===== src/rtl/multicycle_ctrl.sv =====
// Multicycle CPU control FSM: sequences fetch/decode/execute for LW, SW, R-type, BEQ/BNE, ADDI/ORI and J.
// Define MEMWAIT_EN to make FETCH, MEMRD and MEMWR hold until mem_ready; otherwise mem_ready is ignored.
module multicycle_ctrl (
   input  logic       clk,
   input  logic       reset,
   input  logic [5:0] op,
   input  logic       zero,
   input  logic       mem_ready,
   output logic       pcen,
   output logic       irwrite,
   output logic       iord,
   output logic       memwrite,
   output logic       memtoreg,
   output logic       regdst,
   output logic       regwrite,
   output logic       alusrca,
   output logic [1:0] alusrcb,
   output logic [1:0] pcsrc,
   output logic [2:0] aluop,
   output logic       instr_done,
   output logic       illegal_op,
   output logic [3:0] state
);

   localparam logic [5:0] OP_LW    = 6'b100011;
   localparam logic [5:0] OP_SW    = 6'b101011;
   localparam logic [5:0] OP_RTYPE = 6'b000000;
   localparam logic [5:0] OP_BEQ   = 6'b000100;
   localparam logic [5:0] OP_BNE   = 6'b000101;
   localparam logic [5:0] OP_ADDI  = 6'b001000;
   localparam logic [5:0] OP_ORI   = 6'b001101;
   localparam logic [5:0] OP_J     = 6'b000010;

   typedef enum logic [3:0] {
      FETCH  = 4'd0,  DECODE = 4'd1,  MEMADR = 4'd2,  MEMRD = 4'd3,
      MEMWB  = 4'd4,  MEMWR  = 4'd5,  RTEXE  = 4'd6,  ALUWB = 4'd7,
      BRANCH = 4'd8,  IEXE   = 4'd9,  IWB    = 4'd10, JUMP  = 4'd11
   } state_t;

   typedef struct packed {
      logic       iord;
      logic       memwrite;
      logic       memtoreg;
      logic       regdst;
      logic       regwrite;
      logic       alusrca;
      logic [1:0] alusrcb;
      logic [1:0] pcsrc;
      logic [2:0] aluop;
      logic       pcwrite;
      logic       done;
   } ctrl_t;

   state_t cur, nxt;
   ctrl_t  ctrl;
   logic   mem_done;
   logic   illegal;
   logic   fetch_done;
   logic   branch_taken;

`ifdef MEMWAIT_EN
   assign mem_done = mem_ready;
`else
   logic mem_ready_unused;
   assign mem_ready_unused = mem_ready;
   assign mem_done = 1'b1;
`endif

   // Purely state-determined outputs; op is stable from DECODE so IEXE can use it.
   function automatic ctrl_t decode_ctrl(input state_t s, input logic [5:0] o);
      ctrl_t c;
      c = '0;
      case (s)
         FETCH:  c.alusrcb = 2'b01;
         DECODE: c.alusrcb = 2'b11;
         MEMADR: begin c.alusrca = 1'b1; c.alusrcb = 2'b10; end
         MEMRD:  c.iord = 1'b1;
         MEMWB:  begin c.memtoreg = 1'b1; c.regwrite = 1'b1; c.done = 1'b1; end
         MEMWR:  begin c.iord = 1'b1; c.memwrite = 1'b1; end
         RTEXE:  begin c.alusrca = 1'b1; c.aluop = 3'b100; end
         ALUWB:  begin c.regdst = 1'b1; c.regwrite = 1'b1; c.done = 1'b1; end
         BRANCH: begin c.alusrca = 1'b1; c.aluop = 3'b010; c.pcsrc = 2'b01; c.done = 1'b1; end
         IEXE:   begin
            c.alusrca = 1'b1;
            c.alusrcb = 2'b10;
            c.aluop   = (o == OP_ORI) ? 3'b001 : 3'b000;
         end
         IWB:    begin c.regwrite = 1'b1; c.done = 1'b1; end
         JUMP:   begin c.pcsrc = 2'b10; c.pcwrite = 1'b1; c.done = 1'b1; end
         default: c = '0;
      endcase
      return c;
   endfunction

   always_comb begin
      nxt     = cur;
      illegal = 1'b0;
      case (cur)
         FETCH:  if (mem_done) nxt = DECODE;
         DECODE: begin
            case (op)
               OP_LW, OP_SW:    nxt = MEMADR;
               OP_RTYPE:        nxt = RTEXE;
               OP_BEQ, OP_BNE:  nxt = BRANCH;
               OP_ADDI, OP_ORI: nxt = IEXE;
               OP_J:            nxt = JUMP;
               default: begin
                  nxt     = FETCH;
                  illegal = 1'b1;
               end
            endcase
         end
         MEMADR: nxt = (op == OP_LW) ? MEMRD : MEMWR;
         MEMRD:  if (mem_done) nxt = MEMWB;
         MEMWR:  if (mem_done) nxt = FETCH;
         RTEXE:  nxt = ALUWB;
         IEXE:   nxt = IWB;
         default: nxt = FETCH;
      endcase
   end

   always_ff @(posedge clk) begin
      if (reset) begin
         cur  <= FETCH;
         ctrl <= decode_ctrl(FETCH, op);
      end else begin
         cur  <= nxt;
         ctrl <= decode_ctrl(nxt, op);
      end
   end

   // Terms that depend on same-cycle inputs (memory handshake, ALU zero) stay combinational.
   assign fetch_done   = (cur == FETCH) && mem_done;
   assign branch_taken = (cur == BRANCH) &&
                         (((op == OP_BEQ) && zero) || ((op == OP_BNE) && !zero));

   assign pcen       = ctrl.pcwrite | fetch_done | branch_taken;
   assign irwrite    = fetch_done;
   assign iord       = ctrl.iord;
   assign memwrite   = ctrl.memwrite;
   assign memtoreg   = ctrl.memtoreg;
   assign regdst     = ctrl.regdst;
   assign regwrite   = ctrl.regwrite;
   assign alusrca    = ctrl.alusrca;
   assign alusrcb    = ctrl.alusrcb;
   assign pcsrc      = ctrl.pcsrc;
   assign aluop      = ctrl.aluop;
   assign instr_done = ctrl.done | ((cur == MEMWR) && mem_done);
   assign illegal_op = illegal;
   assign state      = cur;

endmodule


===== config.mk =====
export PLATFORM = sky130hd
export DESIGN_NAME = multicycle_ctrl
export DESIGN_NICKNAME = d
export VERILOG_FILES = /design/src/rtl/multicycle_ctrl.sv
export SDC_FILE = /design/constraint.sdc
export NUM_CORES = 1
export LEC_CHECK = 0
export BUFFER_PORTS_ARGS = -buffer_cell sky130_fd_sc_hd__buf_2
export CAP_MARGIN = 15
export CORE_MARGIN = 5
export CORE_UTILIZATION = 53
export CTS_CLUSTER_DIAMETER = 100
export DETAILED_ROUTE_END_ITERATION = 8
export PLACE_DENSITY = 0.94
export SKIP_CTS_REPAIR_TIMING = 1
export SLEW_MARGIN = 40
export SYNTH_ARGS = -nofsm -noshare
export SYNTH_HDL_FRONTEND = slang
export SYNTH_SLANG_ARGS = --single-unit

===== constraint.sdc =====
create_clock -name clk -period 4.58 [get_ports clk]
set_clock_uncertainty 0.05 [all_clocks]
set_input_delay 0.229 -clock clk [delete_from_list [all_inputs] [get_ports clk]]
set_output_delay 0.229 -clock clk [all_outputs]
set_load 0.01 [all_outputs]

==> flow_summary_export.csv, run 1 <==
group,metric,value,unit
synth,seq_area_frac_synth,0.367,
sta,tightest_slew,0.509,ns
placed_design,port_buffers,29,
clock_tree,cts_tree,"built",
synth,netlist_instances,99,
pwr,p_leak,0.473,nW
synth,synthFlopType,"dfxtp_1",
sta,hold_viol_final,0,
worst_setup_path,criticalPathCategory,"reg2out",
synth,synth_area_leaders,"dfxtp_1, buf_4, nor4_1",
clock_tree,cts_root_buf,"clkbuf_4",
layout,drive_gt1_frac,0.417,
worst_setup_path,crit_buf_inv,1,
pwr,p_switching,0.0820,mW
global_route,grt_max_degree,18,
layout,fillers,143,
synth,synth.distinct_cells,50,
sta,tns,0,ns
placed_design,dp.cells,141,
die,core_area,1750,sq um
drt,vias,825,
worst_setup_path,cpLargestDelayFamily,"simple AND/OR/NAND/NOR gates",
sta,setup_viol,0,
die,die_area,2810,sq um
worst_setup_path,endpoint_kind,"output pin",
pwr,clock_power_share,0.291,
global_route,grt_usage,0.166,
global_route,grt_overflow_total,0,
layout,layout.nets,131,
pwr,p_per_area,288,nW/um^2
drt,dr.pass1.iters,5,
placed_design,hpwl,1.56,mm
die,rows,15,
clock_tree,h-tree-depth,1,
drt,wl,2.00,mm
die,fp.dieW,53.0,microns
sta,slew_headroom,0.661,
clock_tree,cts_buffers,3,
clock_tree,cts.sinks,18,
drt,initialDrtViolationCount,15,
run,maxCapViolations,0,
pwr,vdd_drop_max,0.288,mV
synth,synthArstFlopShare,0,
placed_design,post-place-ws,2.69,ns
worst_setup_path,arrival,1.64,ns
sta,period_needed,1.92,ns
synth,yosysTopAreaCellShare,0.367,
die,io_pins,31,
global_route,antenna_found_initial,0,
layout,fin_cells,145,
sta,rsz0062_at_grt,"no",
sta,setup_ws,2.66,ns
synth,netlist_area,981,sq um
global_route,grt_pass1_vias,788,
synth,ys_ff_latch,18,
sta,fmax,520,MHz
synth,synth_edf_count,0,
drt,drc,0,
synth,postSynthAreaPerCell,9.91,sq um
sta,holdWs,0.248,ns
clock_tree,cts.path.max_buffers,2,
die,chipHeight,53.0,microns
clock_tree,clkTransAtPathRegs,0.09,ns
sta,period_share,0.420,
layout,multi_input_area,503,sq um
worst_setup_path,cp-start-kind,"flip-flop",
clock_tree,insertion_delay,0.28,ns
pwr,pwr-share-comb,0.188,
worst_hold_path,hold_class,"in2reg",
worst_setup_path,path_max_fanout,9,
synth,synth_nets,109,
status,status,"finished, final reports clean",
pwr,power_frac_seq,0.521,
drt,postRouteAntennaNets,0,
drt,wl_per_cell,13.8,microns
worst_setup_path,path_cells,"nor3b_4 > nand2_1 > a211oi_1 > buf_2",
worst_setup_path,cpPeakStageDelay,0.50,ns
global_route,grt_pass1_wl,3.48,mm
die,floorplan.initialDensity,0.562,
pwr,internal-power,0.232,mW
synth,yosys_warnings,0,
drt,routed_via_density,5.69,
layout,final_util,0.625,
synth,synth_area_leader_cell,"dfxtp_1",
worst_setup_path,slowest_stage,"dfxtp_1",
placed_design,routabilityCongestion,0.816,
layout,area_growth_syn_to_layout,11.2,%
layout,regArea,360,sq um
worst_setup_path,required,4.30,ns
pwr,switching_share,0.261,
sta,maxSlewViolCount,0,
layout,n_antenna_cell,0,
[cell type report]
type / instances / share of cell area
multi-input combinational: 65 / 0.461
sequential: 18 / 0.330
timing repair buffer: 29 / 0.133
clock buffer: 4 / 0.0333
tap: 25 / 0.0287
inverter: 4 / 0.0138
[power by group through the flow]
stage	Sequential (mW)	Combinational, mW	Clock [mW]
2_1_floorplan	0.167	0.0439	0
3_3_place_gp	0.167	0.0564	0
3_5_place_dp	0.167	0.0586	0
4_1_cts	0.164	0.0588	0.0945
5_1_grt	0.165	0.0645	0.104
6_report	0.164	0.0589	0.0914
[metrics by stage]
stage | cell area, sq um | power (mW)
after CTS | 1090 | 0.317
after floorplan | 981 | 0.211
after global routing | 1090 | 0.333
after detailed placement | 1050 | 0.226
final | 1090 | 0.314
after global placement | 1050 | 0.224
[metal layers]
metal  wire length [microns]  global-route usage
met1                     865               0.203
met2                    1030               0.277
met3                     100              0.0535
met4                       0              0.0468
met5                       0                   0
[cells in the final DEF, fill, tap and decap left out, types with 2 or more instances in the layout]
cell / n
nor3_1: 5
a21oi_1: 2
buf_2: 29
nand2_1: 4
nor4_1: 6
nand3_1: 3
nand2b_1: 2
xnor2_1: 3
inv_1: 4
clkbuf_4: 3
dfxtp_1: 18
nor2_1: 5
[cells by family after synthesis]
| logic type | count (synthesis) | synth area share |
|---|---|---|
| DFF | 18 | 0.367 |
| buffers and inverters | 16 | 0.120 |
| AOI/OAI and AO/OA | 19 | 0.186 |
| xor gates and xnor gates | 4 | 0.0357 |
| and+or+nand+nor | 42 | 0.291 |
[Yosys cell counts, types with 2 or more instances]
| cell type | count |
|---|---|
| a21oi_1 | 2 |
| buf_4 | 7 |
| buf_6 | 2 |
| dfxtp_1 | 18 |
| inv_1 | 4 |
| nand2_1 | 4 |
| nand2b_1 | 2 |
| nand3_1 | 3 |
| nor2_1 | 5 |
| nor3_1 | 5 |
| nor4_1 | 6 |
| xnor2_1 | 3 |
[sequential cells by signal, summed over array words and instances, names as in the netlist]
register,count
state,4
regdst,1
memwrite,1
alusrca,1
memtoreg,1
alusrcb,2
ctrl,2
regwrite,1
pcsrc,2
aluop,2
iord,1
[path summary, 6_finish.rpt]
path	from	end	slack, ns	depth (start not counted)
worst min register to register	state[3]$_SDFF_PP0_	regwrite$_SDFF_PP0_	0.75	3
worst min-delay path	reset	state[3]$_SDFF_PP0_	0.25	2
worst max register to register	state[3]$_SDFF_PP0_	aluop[0]$_SDFF_PP0_	2.72	5
worst max-delay path	state[0]$_SDFF_PP0_	illegal_op	2.66	4
[worst register-to-register path: cells and delay by family, from the launching register on]
kind            cells  cell delay, ns
flops               1            0.55
simple gates        3            0.58
compound gates      2            0.61
Note: power is estimated with default switching activity, not from simulation.
==> run 2, diff against run 1 <==
--- a/config.mk
+++ b/config.mk
@@ -5,13 +5,14 @@
 export SDC_FILE = /design/constraint.sdc
 export NUM_CORES = 1
 export LEC_CHECK = 0
+export ABC_AREA = 1
 export BUFFER_PORTS_ARGS = -buffer_cell sky130_fd_sc_hd__buf_2
 export CAP_MARGIN = 15
 export CORE_MARGIN = 5
-export CORE_UTILIZATION = 53
+export CORE_UTILIZATION = 48
 export CTS_CLUSTER_DIAMETER = 100
 export DETAILED_ROUTE_END_ITERATION = 8
-export PLACE_DENSITY = 0.94
+export PLACE_DENSITY = 0.88
 export SKIP_CTS_REPAIR_TIMING = 1
 export SLEW_MARGIN = 40
 export SYNTH_ARGS = -nofsm -noshare
==> constraint.sdc (replaced) <==
create_clock -name clk -period 1.9 [get_ports clk]
set_clock_uncertainty 0.05 [all_clocks]
set_input_delay 0.095 -clock clk [delete_from_list [all_inputs] [get_ports clk]]
set_output_delay 0.095 -clock clk [all_outputs]
set_load 0.01 [all_outputs]
==> run 2 against run 1 <==
Clock power increased by 140%. Non-clock buffer count unchanged. Die area increased by 1.4%. Via count increased by 5.7%. Final area decreased by 2.9%. Largest cell class unchanged. Total power increased by 130%. Sequential share of layout area increased by 0.97 points.
==> flow_summary_export.csv, run 2 <==
group,metric,value,unit
worst_setup_path,arrival,1.56,ns
layout,n_antenna_cell,0,
synth,synthArstFlopShare,0,
worst_setup_path,path_max_fanout,5,
pwr,pwr-share-comb,0.139,
clock_tree,clkTransAtPathRegs,0.09,ns
synth,synth_area_leader_cell,"dfxtp_1",
worst_setup_path,cpPeakStageDelay,0.36,ns
layout,final_cell_mix,"buf_2, nor2_1, inv_1, nand2_1, dfxtp_1",
die,die_area,2850,sq um
synth,netlist_area,903,sq um
placed_design,hpwl,1.58,mm
drt,wl_per_cell,10.7,microns
drt,vias,872,
worst_setup_path,r2r-end,"ctrl[0]$_SDFF_PP0_",
die,core_area,1760,sq um
die,fp.dieW,53.4,microns
worst_setup_path,r2r-start,"state[0]$_SDFF_PP0_",
layout,largest_reg_flops,4,
worst_setup_path,ff2ff_path_depth,9,
worst_setup_path,crit_buf_inv,2,
clock_tree,cts.sinks,18,
drt,wl,1.90,mm
global_route,grt_max_degree,11,
pwr,vdd_drop_max,0.631,mV
worst_setup_path,crit_end,"illegal_op",
worst_setup_path,cpLargestDelayFamily,"simple AND/OR/NAND/NOR gates",
global_route,antenna_found_initial,0,
sta,tns,0,ns
sta,slew_headroom,0.791,
placed_design,port_buffers,29,
drt,initialDrtViolationCount,25,
pwr,power_frac_seq,0.549,
synth,yosysTopAreaCellShare,0.399,
global_route,grt_pass1_vias,820,
drt,dr.pass1.iters,4,
sta,period_share,0.895,
status,status,"finished, final reports clean",
clock_tree,h-tree-depth,1,
synth,synth.distinct_cells,24,
worst_setup_path,criticalPathCategory,"reg2out",
clock_tree,insertion_delay,0.28,ns
global_route,grt_pass1_wl,3.15,mm
worst_setup_path,crit_start,"state[2]$_SDFF_PP0_",
layout,final_util,0.601,
sta,rsz0062_at_grt,"no",
global_route,grt_overflow_total,0,
pwr,p_switching,0.173,mW
clock_tree,cts_tree,"built",
layout,layout.nets,164,
synth,postSynthAreaPerCell,7.06,sq um
sta,hold_viol_final,0,
drt,drc,0,
synth,synth_nets,138,
synth,ys_ff_latch,18,
clock_tree,cts_root_buf,"clkbuf_4",
synth,netlist_instances,128,
pwr,switching_share,0.244,
sta,maxSlewViolCount,0,
drt,postRouteAntennaNets,0,
placed_design,routabilityCongestion,0.863,
worst_setup_path,slowest_stage,"dfxtp_1",
sta,fmax,588,MHz
pwr,clock_power_share,0.312,
sta,period_needed,1.70,ns
sta,setup_viol,0,
synth,synthFlopType,"dfxtp_1",
synth,synth_area_leaders,"dfxtp_1, nor2_1, inv_1",
die,floorplan.initialDensity,0.512,
worst_setup_path,path_cells,"nor2_1 > inv_1 > nor2_4 > nand3_1 > nor3b_1 > buf_2",
worst_hold_path,hold_class,"in2reg",
pwr,p_leak,0.594,nW
pwr,internal-power,0.537,mW
global_route,grt_usage,0.148,
synth,synth_edf_count,0,
drt,routed_via_density,4.90,
sta,tightest_slew,0.311,ns
layout,area_growth_syn_to_layout,17.3,%
die,chipHeight,53.4,microns
layout,finish.instance_area,1060,sq um
synth,yosys-top-cells-count,"nor2_1, inv_1, nand2_1",
synth,seq_area_frac_synth,0.399,
clock_tree,cts_buffers,3,
die,io_pins,31,
pwr,p_per_area,669,nW/um^2
clock_tree,cts.path.max_buffers,2,
layout,final_common_cell,"buf_2",
synth,yosys_warnings,0,
synth,synth.most_common_cell,"nor2_1",
worst_setup_path,required,1.75,ns
die,rows,15,
worst_setup_path,cp-start-kind,"flip-flop",
placed_design,placed_cell_area,1020,sq um
worst_setup_path,cp.depth,6,
worst_setup_path,ff2ff_setup_slack,0.41,ns
run,maxCapViolations,0,
worst_setup_path,endpoint_kind,"output pin",
layout,drive_gt1_frac,0.294,
==> run 2: changes by cell type in the layout (fill, tap and decap cells not counted), sizes merged, moves of 3 or more <==
| cell | delta |
|---|---|
| nor2 | +21 |
| nand4 | +6 |
| inv | +17 |
| nand3 | +9 |
| nand2 | +16 |
| xnor2 | -3 |
| a211oi | -3 |
| nor4 | -7 |
==> run 2: stage by stage <==
| step | hold slack [ns] | power, mW | worst slack [ns] | std cells |
|---|---|---|---|---|
| after detailed placement | 0.316 | 0.497 | 0.439 | 174 |
| after CTS | 0.00840 | 0.715 | 0.206 | 178 |
| after global placement | 0.315 | 0.493 | 0.488 | 174 |
| after floorplan | 0.252 | 0.464 | 0.576 | 128 |
| after global routing | 0.0156 | 0.750 | 0.0293 | 178 |
| final | 0.0154 | 0.709 | 0.199 | 178 |
==> run 2: power by group through the flow <==
stage / clock network [mW] / logic [mW] / registers (mW)
after floorplan: 0 / 0.0650 / 0.399
after global placement: 0 / 0.0951 / 0.398
after detailed placement: 0 / 0.0985 / 0.398
after CTS: 0.227 / 0.0987 / 0.389
after global routing: 0.251 / 0.110 / 0.390
final: 0.221 / 0.0986 / 0.389
==> run 2: how the worst min path moves through the flow <==
| stage | start | endpoint | cells past startpoint |
|---|---|---|---|
| after floorplan | op[4] | aluop[0]$_SDFF_PP0_ | 3 |
| after global placement | reset | memtoreg$_SDFF_PP0_ | 2 |
| after detailed placement | reset | memtoreg$_SDFF_PP0_ | 2 |
| after CTS | reset | memtoreg$_SDFF_PP0_ | 2 |
| after global routing | reset | memtoreg$_SDFF_PP0_ | 2 |
| final | reset | memtoreg$_SDFF_PP0_ | 2 |
==> run 2: area by class of cell <==
type	count	area [sq um]
Clock buffer	4	36.3
Inverter	22	82.6
Sequential cell	18	360
Multi-Input combinational cell	80	404
Fill cell	176	704
Tap cell	25	31.3
Timing Repair Buffer	29	145
==> run 2: logic make-up (layout without fill, tap and decap cells) <==
group,after synthesis,after routing,share of synthesized area
AO/OA/AOI/OAI,6,6,0.0471
buffers and inverters,30,55,0.154
flip-flops,18,18,0.399
AND/OR/NAND/NOR,74,74,0.400
==> run 2: routing by layer <==
layer / vias to the layer above / share of wire / global-route usage
li1: 447 / - / -
met1: 392 / 0.41 / 0.166
met2: 31 / 0.50 / 0.257
met3: 2 / 0.089 / 0.0563
met4: 0 / 0.0042 / 0.0426
met5: - / 0 / 0
